**config.mk**
```make
export PLATFORM = sky130hd
export DESIGN_NAME = grn_node_multi
export DESIGN_NICKNAME = d
export VERILOG_FILES = /design/src/rtl/grn_pkg.sv /design/src/rtl/grn_lane.sv /design/src/rtl/grn_node_multi.sv
export SDC_FILE = /design/constraint.sdc
export NUM_CORES = 1
export LEC_CHECK = 0
export CORE_MARGIN = 1
export CORE_UTILIZATION = 53
export CTS_CLUSTER_SIZE = 28
export DETAILED_ROUTE_END_ITERATION = 12
export GPL_ROUTABILITY_DRIVEN = 0
export GPL_TIMING_DRIVEN = 1
export PLACE_DENSITY_LB_ADDON = 0.2
export SETUP_SLACK_MARGIN = 0.5
export SYNTH_ARGS = -nofsm -noshare
export SYNTH_HDL_FRONTEND = slang
export SYNTH_SLANG_ARGS = --single-unit
```
**constraint.sdc**
```tcl
create_clock -name clk -period 5 [get_ports clk]
set_clock_uncertainty 0.2 [all_clocks]
set_input_delay 1.25 -clock clk [delete_from_list [all_inputs] [get_ports clk]]
set_output_delay 1.25 -clock clk [all_outputs]
set_load 0.05 [all_outputs]
```
**src/rtl/grn_pkg.sv**
```systemverilog
// Shared definitions for the GRN node family.
//   FN_*   : encodings of the fn_sel logic-function selector
//   popcount : number of set bits in a vector of up to MAX_W bits
//              (callers zero-extend narrower vectors)
//   sat_m1   : divider reload value, d-1 clamped to 0 for d <= 1
package grn_pkg;

  localparam int MAX_W = 32;

  localparam logic [1:0] FN_OR      = 2'd0;
  localparam logic [1:0] FN_AND     = 2'd1;
  localparam logic [1:0] FN_THRESH  = 2'd2;
  localparam logic [1:0] FN_ACT_INH = 2'd3;

  function automatic logic [5:0] popcount(input logic [MAX_W-1:0] x);
    logic [5:0] c;
    c = '0;
    for (int i = 0; i < MAX_W; i++) c = c + 6'(x[i]);
    return c;
  endfunction

  function automatic logic [MAX_W-1:0] sat_m1(input logic [MAX_W-1:0] d);
    return (d <= 1) ? '0 : d - 1;
  endfunction

endpackage

```
**src/rtl/grn_lane.sv**
```systemverilog
// One state lane of the GRN node: update divider, logic-function
// evaluation and the s/upd/chg registers.
// Ports:
//   clk, rst        clock, synchronous active-low reset
//   reset_nos       load init_state, clear divider (next start updates)
//   init_state      value loaded on reset_nos
//   start           step strobe for this lane
//   div             update period (0 and 1 both mean every start)
//   fn_sel, thresh, inh_mask  function selection and its operands
//   x               N_IN regulator inputs
//   s, upd, chg     state, write pulse, write-and-changed pulse
import grn_pkg::*;

module grn_lane #(
  parameter int N_IN  = 2,
  parameter int DIV_W = 4,
  parameter int TH_W  = $clog2(N_IN+1)
) (
  input  logic             clk,
  input  logic             rst,
  input  logic             reset_nos,
  input  logic             init_state,
  input  logic             start,
  input  logic [DIV_W-1:0] div,
  input  logic [1:0]       fn_sel,
  input  logic [TH_W-1:0]  thresh,
  input  logic [N_IN-1:0]  inh_mask,
  input  logic [N_IN-1:0]  x,
  output logic             s,
  output logic             upd,
  output logic             chg
);

  logic [DIV_W-1:0] cnt;
  logic [DIV_W-1:0] reload;
  logic             f;

  // div is read only here, so a mid-count change lands at the next reload
  assign reload = DIV_W'(sat_m1(MAX_W'(div)));

  always_comb begin
    f = 1'b0;
    unique case (fn_sel)
      FN_OR:      f = |x;
      FN_AND:     f = &x;
      // thresh wider than the popcount range naturally yields 0
      FN_THRESH:  f = (MAX_W'(popcount(MAX_W'(x))) >= MAX_W'(thresh));
      FN_ACT_INH: f = (|(x & ~inh_mask)) & ~(|(x & inh_mask));
      default:    f = 1'b0;
    endcase
  end

  always_ff @(posedge clk) begin
    if (!rst) begin
      s   <= 1'b0;
      upd <= 1'b0;
      chg <= 1'b0;
      cnt <= reload;
    end else if (reset_nos) begin
      s   <= init_state;
      upd <= 1'b0;
      chg <= 1'b0;
      cnt <= '0;
    end else if (start) begin
      if (cnt == '0) begin
        s   <= f;
        upd <= 1'b1;
        chg <= f ^ s;
        cnt <= reload;
      end else begin
        upd <= 1'b0;
        chg <= 1'b0;
        cnt <= cnt - 1'b1;
      end
    end else begin
      upd <= 1'b0;
      chg <= 1'b0;
    end
  end

endmodule

```
**src/rtl/grn_node_multi.sv**
```systemverilog
// Multi-lane GRN node: N_CH independent Boolean lanes, each applying a
// runtime-selected function over N_IN regulator inputs, updating on every
// div-th start strobe. Lane i uses div[i*DIV_W +: DIV_W] and
// in_bus[i*N_IN +: N_IN]; fn_sel/thresh/inh_mask are shared.
// Ports:
//   clk, rst          clock, synchronous active-low reset
//   reset_nos         load init_state into all lanes
//   init_state[N_CH]  per-lane initial value
//   start[N_CH]       per-lane step strobe
//   div, fn_sel, thresh, inh_mask, in_bus  lane configuration and inputs
//   s, upd, chg       per-lane state, update pulse, change pulse
import grn_pkg::*;

module grn_node_multi #(
  parameter int N_CH  = 2,
  parameter int N_IN  = 2,
  parameter int DIV_W = 4,
  parameter int TH_W  = $clog2(N_IN+1)
) (
  input  logic                  clk,
  input  logic                  rst,
  input  logic                  reset_nos,
  input  logic [N_CH-1:0]       init_state,
  input  logic [N_CH-1:0]       start,
  input  logic [N_CH*DIV_W-1:0] div,
  input  logic [1:0]            fn_sel,
  input  logic [TH_W-1:0]       thresh,
  input  logic [N_IN-1:0]       inh_mask,
  input  logic [N_CH*N_IN-1:0]  in_bus,
  output logic [N_CH-1:0]       s,
  output logic [N_CH-1:0]       upd,
  output logic [N_CH-1:0]       chg
);

  for (genvar i = 0; i < N_CH; i++) begin : g_lane
    grn_lane #(.N_IN(N_IN), .DIV_W(DIV_W), .TH_W(TH_W)) u_lane (
      .clk        (clk),
      .rst        (rst),
      .reset_nos  (reset_nos),
      .init_state (init_state[i]),
      .start      (start[i]),
      .div        (div[i*DIV_W +: DIV_W]),
      .fn_sel     (fn_sel),
      .thresh     (thresh),
      .inh_mask   (inh_mask),
      .x          (in_bus[i*N_IN +: N_IN]),
      .s          (s[i]),
      .upd        (upd[i]),
      .chg        (chg[i])
    );
  end

endmodule
```
After elaboration in Yosys (flattened, before gate mapping)
Cells that the tools add are included.

cells by class
  $add $sub $neg = 6
  equal/unequal tests = 5
  reduce and logical (&&, ||, !) cells = 21
  multiplexer cells = 20
  order comparisons = 4
  bitwise gates (word level) = 16

operators with widths
  kind                                                                               count
  4-bit 2-to-1 mux                                                                   10
  4-bit by 1-bit subtractor with 4-bit output (second input constant)                4
  6-bit by 2-bit greater-or-equal comparator with 1-bit output                       2
  2-bit OR reduction                                                                 6
  2-bit bitwise AND                                                                  4
  4-bit by 1-bit less-or-equal comparator with 1-bit output (second input constant)  2
  4-bit logical NOT                                                                  2
  1-bit 2-to-1 mux                                                                   8
  1-bit case mux with 4 select lines                                                 2
  2-bit AND reduction                                                                4
  2-bit nonzero test                                                                 4
  4-bit OR reduction                                                                 2
  1-bit NOT                                                                          7
  3-bit by 1-bit != test with 1-bit output (second input constant)                   2
  3-bit OR reduction                                                                 2
  1-bit by 1-bit adder with 2-bit output                                             2
  2-bit equality test (second input constant)                                        2
  1-bit bitwise AND                                                                  2
  2-bit by 1-bit equality test with 1-bit output (second input constant)             1
  2-bit logical NOT                                                                  1
  2-bit NOT                                                                          1
  1-bit XOR                                                                          2

word-level totals
  output and inout port bits = 6
  logic and storage cells = 80
  register bits = 14

Depth between registers and ports, before layout
  depth after elaboration = 8
  depth in mapped cells = 9

Cells and area by module
From an unflattened synthesis, not the netlist that was laid out.

second synthesis, totals
  cell total of the unflattened synthesis = 140
  area, all modules = 1226.2 um^2

by module, submodules not included
  module    area each (um^2)  cells each  times used
  grn_lane  613.1             70          2

Worst setup path after synthesis
Ideal clock, no wire load.

  kind = in2reg
  start point = input in_bus[0]
  end point = register g_lane[0].u_lane.chg
  arrival time = 2.452 ns
  path buffers = 0
  setup slack = 2.219 ns
  library setup time = 0.129 ns
  stages on the path = 9
  cells stage by stage = inv_1 > ha_1 > inv_1 > ha_1 > nand2b_1 > a21oi_1 > o221ai_2 > xnor2_1 > nor3_2

on the way
  cells in the longest elaborated chain, start to end = 6

RTL lines
  item                                                                                                  RTL line              source
  start, declared                                                                                       grn_node_multi.sv:29  input logic [N_CH*N_IN-1:0] in_bus,
  branches (longest 4 deep; another with 6-bit by 2-bit greater-or-equal comparator with 1-bit output)  n/a
  1-bit case mux with 4 select lines (*)                                                                grn_lane.sv:43        unique case (fn_sel)
  1-bit XOR (*)                                                                                         grn_lane.sv:68        chg <= f ^ s;
  end signal, assigned                                                                                  grn_lane.sv:68
  end, declared                                                                                         grn_lane.sv:31        output logic chg

Every way passes the cells marked *.
A chain may end at the register's enable or synchronous reset.

Final worst setup path
  start point = input in_bus[3]
  end point = register g_lane[1].u_lane.chg

on the way
  cells in the longest elaborated chain, start to end = 6

RTL lines
  item                                                                                                  RTL line
  branches (longest 4 deep; another with 6-bit by 2-bit greater-or-equal comparator with 1-bit output)  n/a
  1-bit case mux with 4 select lines (*)                                                                grn_lane.sv:43
  1-bit XOR (*)                                                                                         grn_lane.sv:68
  end signal, assigned                                                                                  grn_lane.sv:68
  end, declared                                                                                         grn_lane.sv:31

Marks and branches as above.

==> impl_metrics.tcl <==
set metrics [dict create \
    status "completed" \
    final_layout_size_suffix_gt1_share_pct 5.85 \
    leakagePower_nw 0.635 \
    diodes 0 \
    slew_viol_final 0 \
    rsz0062_at_grt "false" \
    antenna_found_initial 0 \
    dp_hpwl_um 2090 \
    start_kind "input port" \
    cp_slowest_cell "clkdlybuf4s50_1" \
    hold_class "reg2reg" \
    synth_area_um2 1240 \
    yosysSeqAreaShare_pct 29.1 \
    tightest_slew_ns 0.527 \
    pin_count 31 \
    drc_errors 0 \
    grt_pass1_wl_um 4600 \
    die-width_um 50.3 \
    nNetsFinal 213 \
    fin_cells 199 \
    cts_tree "done" \
    fin_setup_tns_ns 0 \
    worstSkewPairLatency_ns 0.28 \
    synthesis.nets 186 \
    netlist.area_leader.share_pct 19.4 \
    setup_viol 0 \
    p_per_area_nw_per_um2 227 \
    fp.coreArea_um2 2210 \
    die_h_um 50.3 \
    port_buffers 30 \
    worstPathCellList "clkdlybuf4s50_1 -> inv_1 -> ha_1 -> inv_1 -> ha_1 -> nand2b_1 -> a21oi_1 -> o221ai_2 -> xnor2_1 -> nor3_2" \
    cpPeakStageDelay_ns 0.53 \
    synth_seq_cells 14 \
    worstPathArrival_ns 3.14 \
    dp.cells 195 \
    cts_made_buffers 3 \
    die_area_um2 2530 \
    synth_cell_type_count 34 \
    area_growth_pct 25.0 \
    synth_enable_flop_cells 8 \
    relSlewSlack_pct 64.8 \
    cts-root-buf "clkbuf_4" \
    gr-usage-met1_pct 28.4 \
    synthFlopType "edfxtp_1" \
    cts_setup_buffers 0 \
    wl_per_cell_um 12.9 \
    syn-instance-count 145 \
    grt_max_degree 13 \
    routed_wirelength_um 2570 \
    synth_largest_area_cell "edfxtp_1" \
    grt_usage_pct 24.0 \
    htreeDepth 1 \
    initial_utilization_pct 55.9 \
    syn_area_per_cell_um2 8.53 \
    grtUsageMet3_pct 7.58 \
    first_global_vias 1111 \
    yosysWarningCount 0 \
    first_iter_violations 24 \
    layout_min_cycle_time_ns 3.17 \
    viasPerCell 5.45 \
    via_count 1085 \
    period_share_pct 63.5 \
    ctsResizeCount 0 \
    path_max_fanout 4 \
    cp-end-kind "flip-flop" \
    whs_ns 0.400 \
    clock_sinks 14 \
    required_ns 4.97 \
    fmax_ghz 0.315 \
    rows 17 \
    drt-pass1-iter-count 4 \
    ir_drop_uv 218 \
    drv_cap 0 \
    ys_async_sr_fraction_pct 0 \
    cts.path.max_buffers 2 \
    path_class "in2reg" \
    hold_viol_final 0 \
    synth.area.top_cells "edfxtp_1, ha_1, dfxtp_1" \
    drtAntennaViolNets 0 \
    gr-total-overflow 0 \
    grt-busiest-layer "met2" \
    grt_use_met2_pct 42.0 \
    post-layout-total-power_w 0.000351 \
    cts.clk_slew.worst_paths_ns 0.08 \
    postCtsHoldBufs 0 \
]
-- per-layer routing --
metal  vias to the layer above  part of all wire [%]
met5                         -                     0
met4                         0                   1.1
met2                        30                    48
met3                         4                   6.3
li1                        555                     -
met1                       496                    45
-- where the power goes --
group / total, W / internal, W / switching, W
Clock: 0.0000650 / 0.0000290 / 0.0000359
Combinational: 0.000137 / 0.0000669 / 0.0000698
Sequential: 0.000149 / 0.000137 / 0.0000116
Total: 0.000351 / 0.000233 / 0.000117
-- per-stage QoR --
step	setup WS (ns)	utilization (%)	instance area, um^2
final	1.83	69.9	1550
after global routing	1.70	69.9	1550
after CTS	1.82	69.9	1550
after detailed placement	1.51	68.7	1520
after global placement	1.58	68.7	1520
after floorplan	2.22	-	1240
-- layout by cell type (no fill, tap or decap), drive strengths merged, types with 2 or more instances in the layout --
cell           instances
a21oi                 13
clkbuf                 3
clkdlybuf4s50         30
dfxtp                  6
edfxtp                 8
ha                    16
inv                   17
mux2i                  2
nand2                 10
nand2b                 6
nor2                  14
nor2b                  2
nor3                  10
nor3b                  2
o2111ai                2
o21ai                  6
o221ai                 2
o2bb2ai                3
or2                    2
or3                    2
xnor2                  4
-- cells by family after synthesis --
family / count (synthesis) / share of synthesized area [%]
buffers and inverters: 25 / 9.40
adder cells (fa/ha/maj): 16 / 16.2
AO/OA/AOI/OAI: 33 / 18.3
AND/OR/NAND/NOR: 50 / 21.6
flip-flops: 14 / 29.1
XOR/XNOR: 4 / 2.83
multiplexers: 3 / 2.53
-- cell usage after synthesis, types with 2 or more instances --
cell / count
o2111ai_1: 2
edfxtp_1: 8
nor2b_1: 2
nor2_1: 14
a21oi_1: 13
nand2_1: 10
ha_1: 16
o21ai_1: 4
mux2i_1: 2
or3_1: 2
dfxtp_1: 6
o221ai_2: 2
o2bb2ai_1: 3
nor3_2: 2
xnor2_1: 4
or2_1: 2
nor3_1: 8
inv_1: 17
clkbuf_1: 2
nand2b_1: 6
o21ai_0: 2
buf_4: 6
-- state kept, by name (all words and copies together), names as in the netlist --
signal	count
g_lane.u_lane.cnt	8
g_lane.u_lane.upd	2
g_lane.u_lane.s	2
g_lane.u_lane.chg	2
-- final timing paths --
kind | start | end | slack [ns] | cells past startpoint
worst max-delay path | in_bus[3] | g_lane[1].u_lane.chg | 1.83 | 10
worst min-delay path | g_lane[0].u_lane.s | g_lane[0].u_lane.chg | 0.40 | 2
worst max register to register | g_lane[1].u_lane.cnt[0] | g_lane[1].u_lane.cnt[0] | 2.97 | 6
worst min register to register | g_lane[0].u_lane.s | g_lane[0].u_lane.chg | 0.40 | 2
-- area by class of cell --
type                       instances  area (um^2)
multi-input combinational        106          761
fill                             190          666
sequential                        14          360
timing repair buffer              30          300
inverter                          17         63.8
tap                               28         35.0
clock buffer                       3         22.5
clock inverter                     1         3.75
-- critical path: cells and delay by family --
kind	cells	cell delay (ns)
AOI/OAI and AO/OA	2	0.30
xor gates and xnor gates	1	0.22
adders and majority gates	2	0.54
buffers and inverters	3	0.65
and+or+nand+nor	2	0.19
No activity file was read; power rests on OpenSTA's default activity.
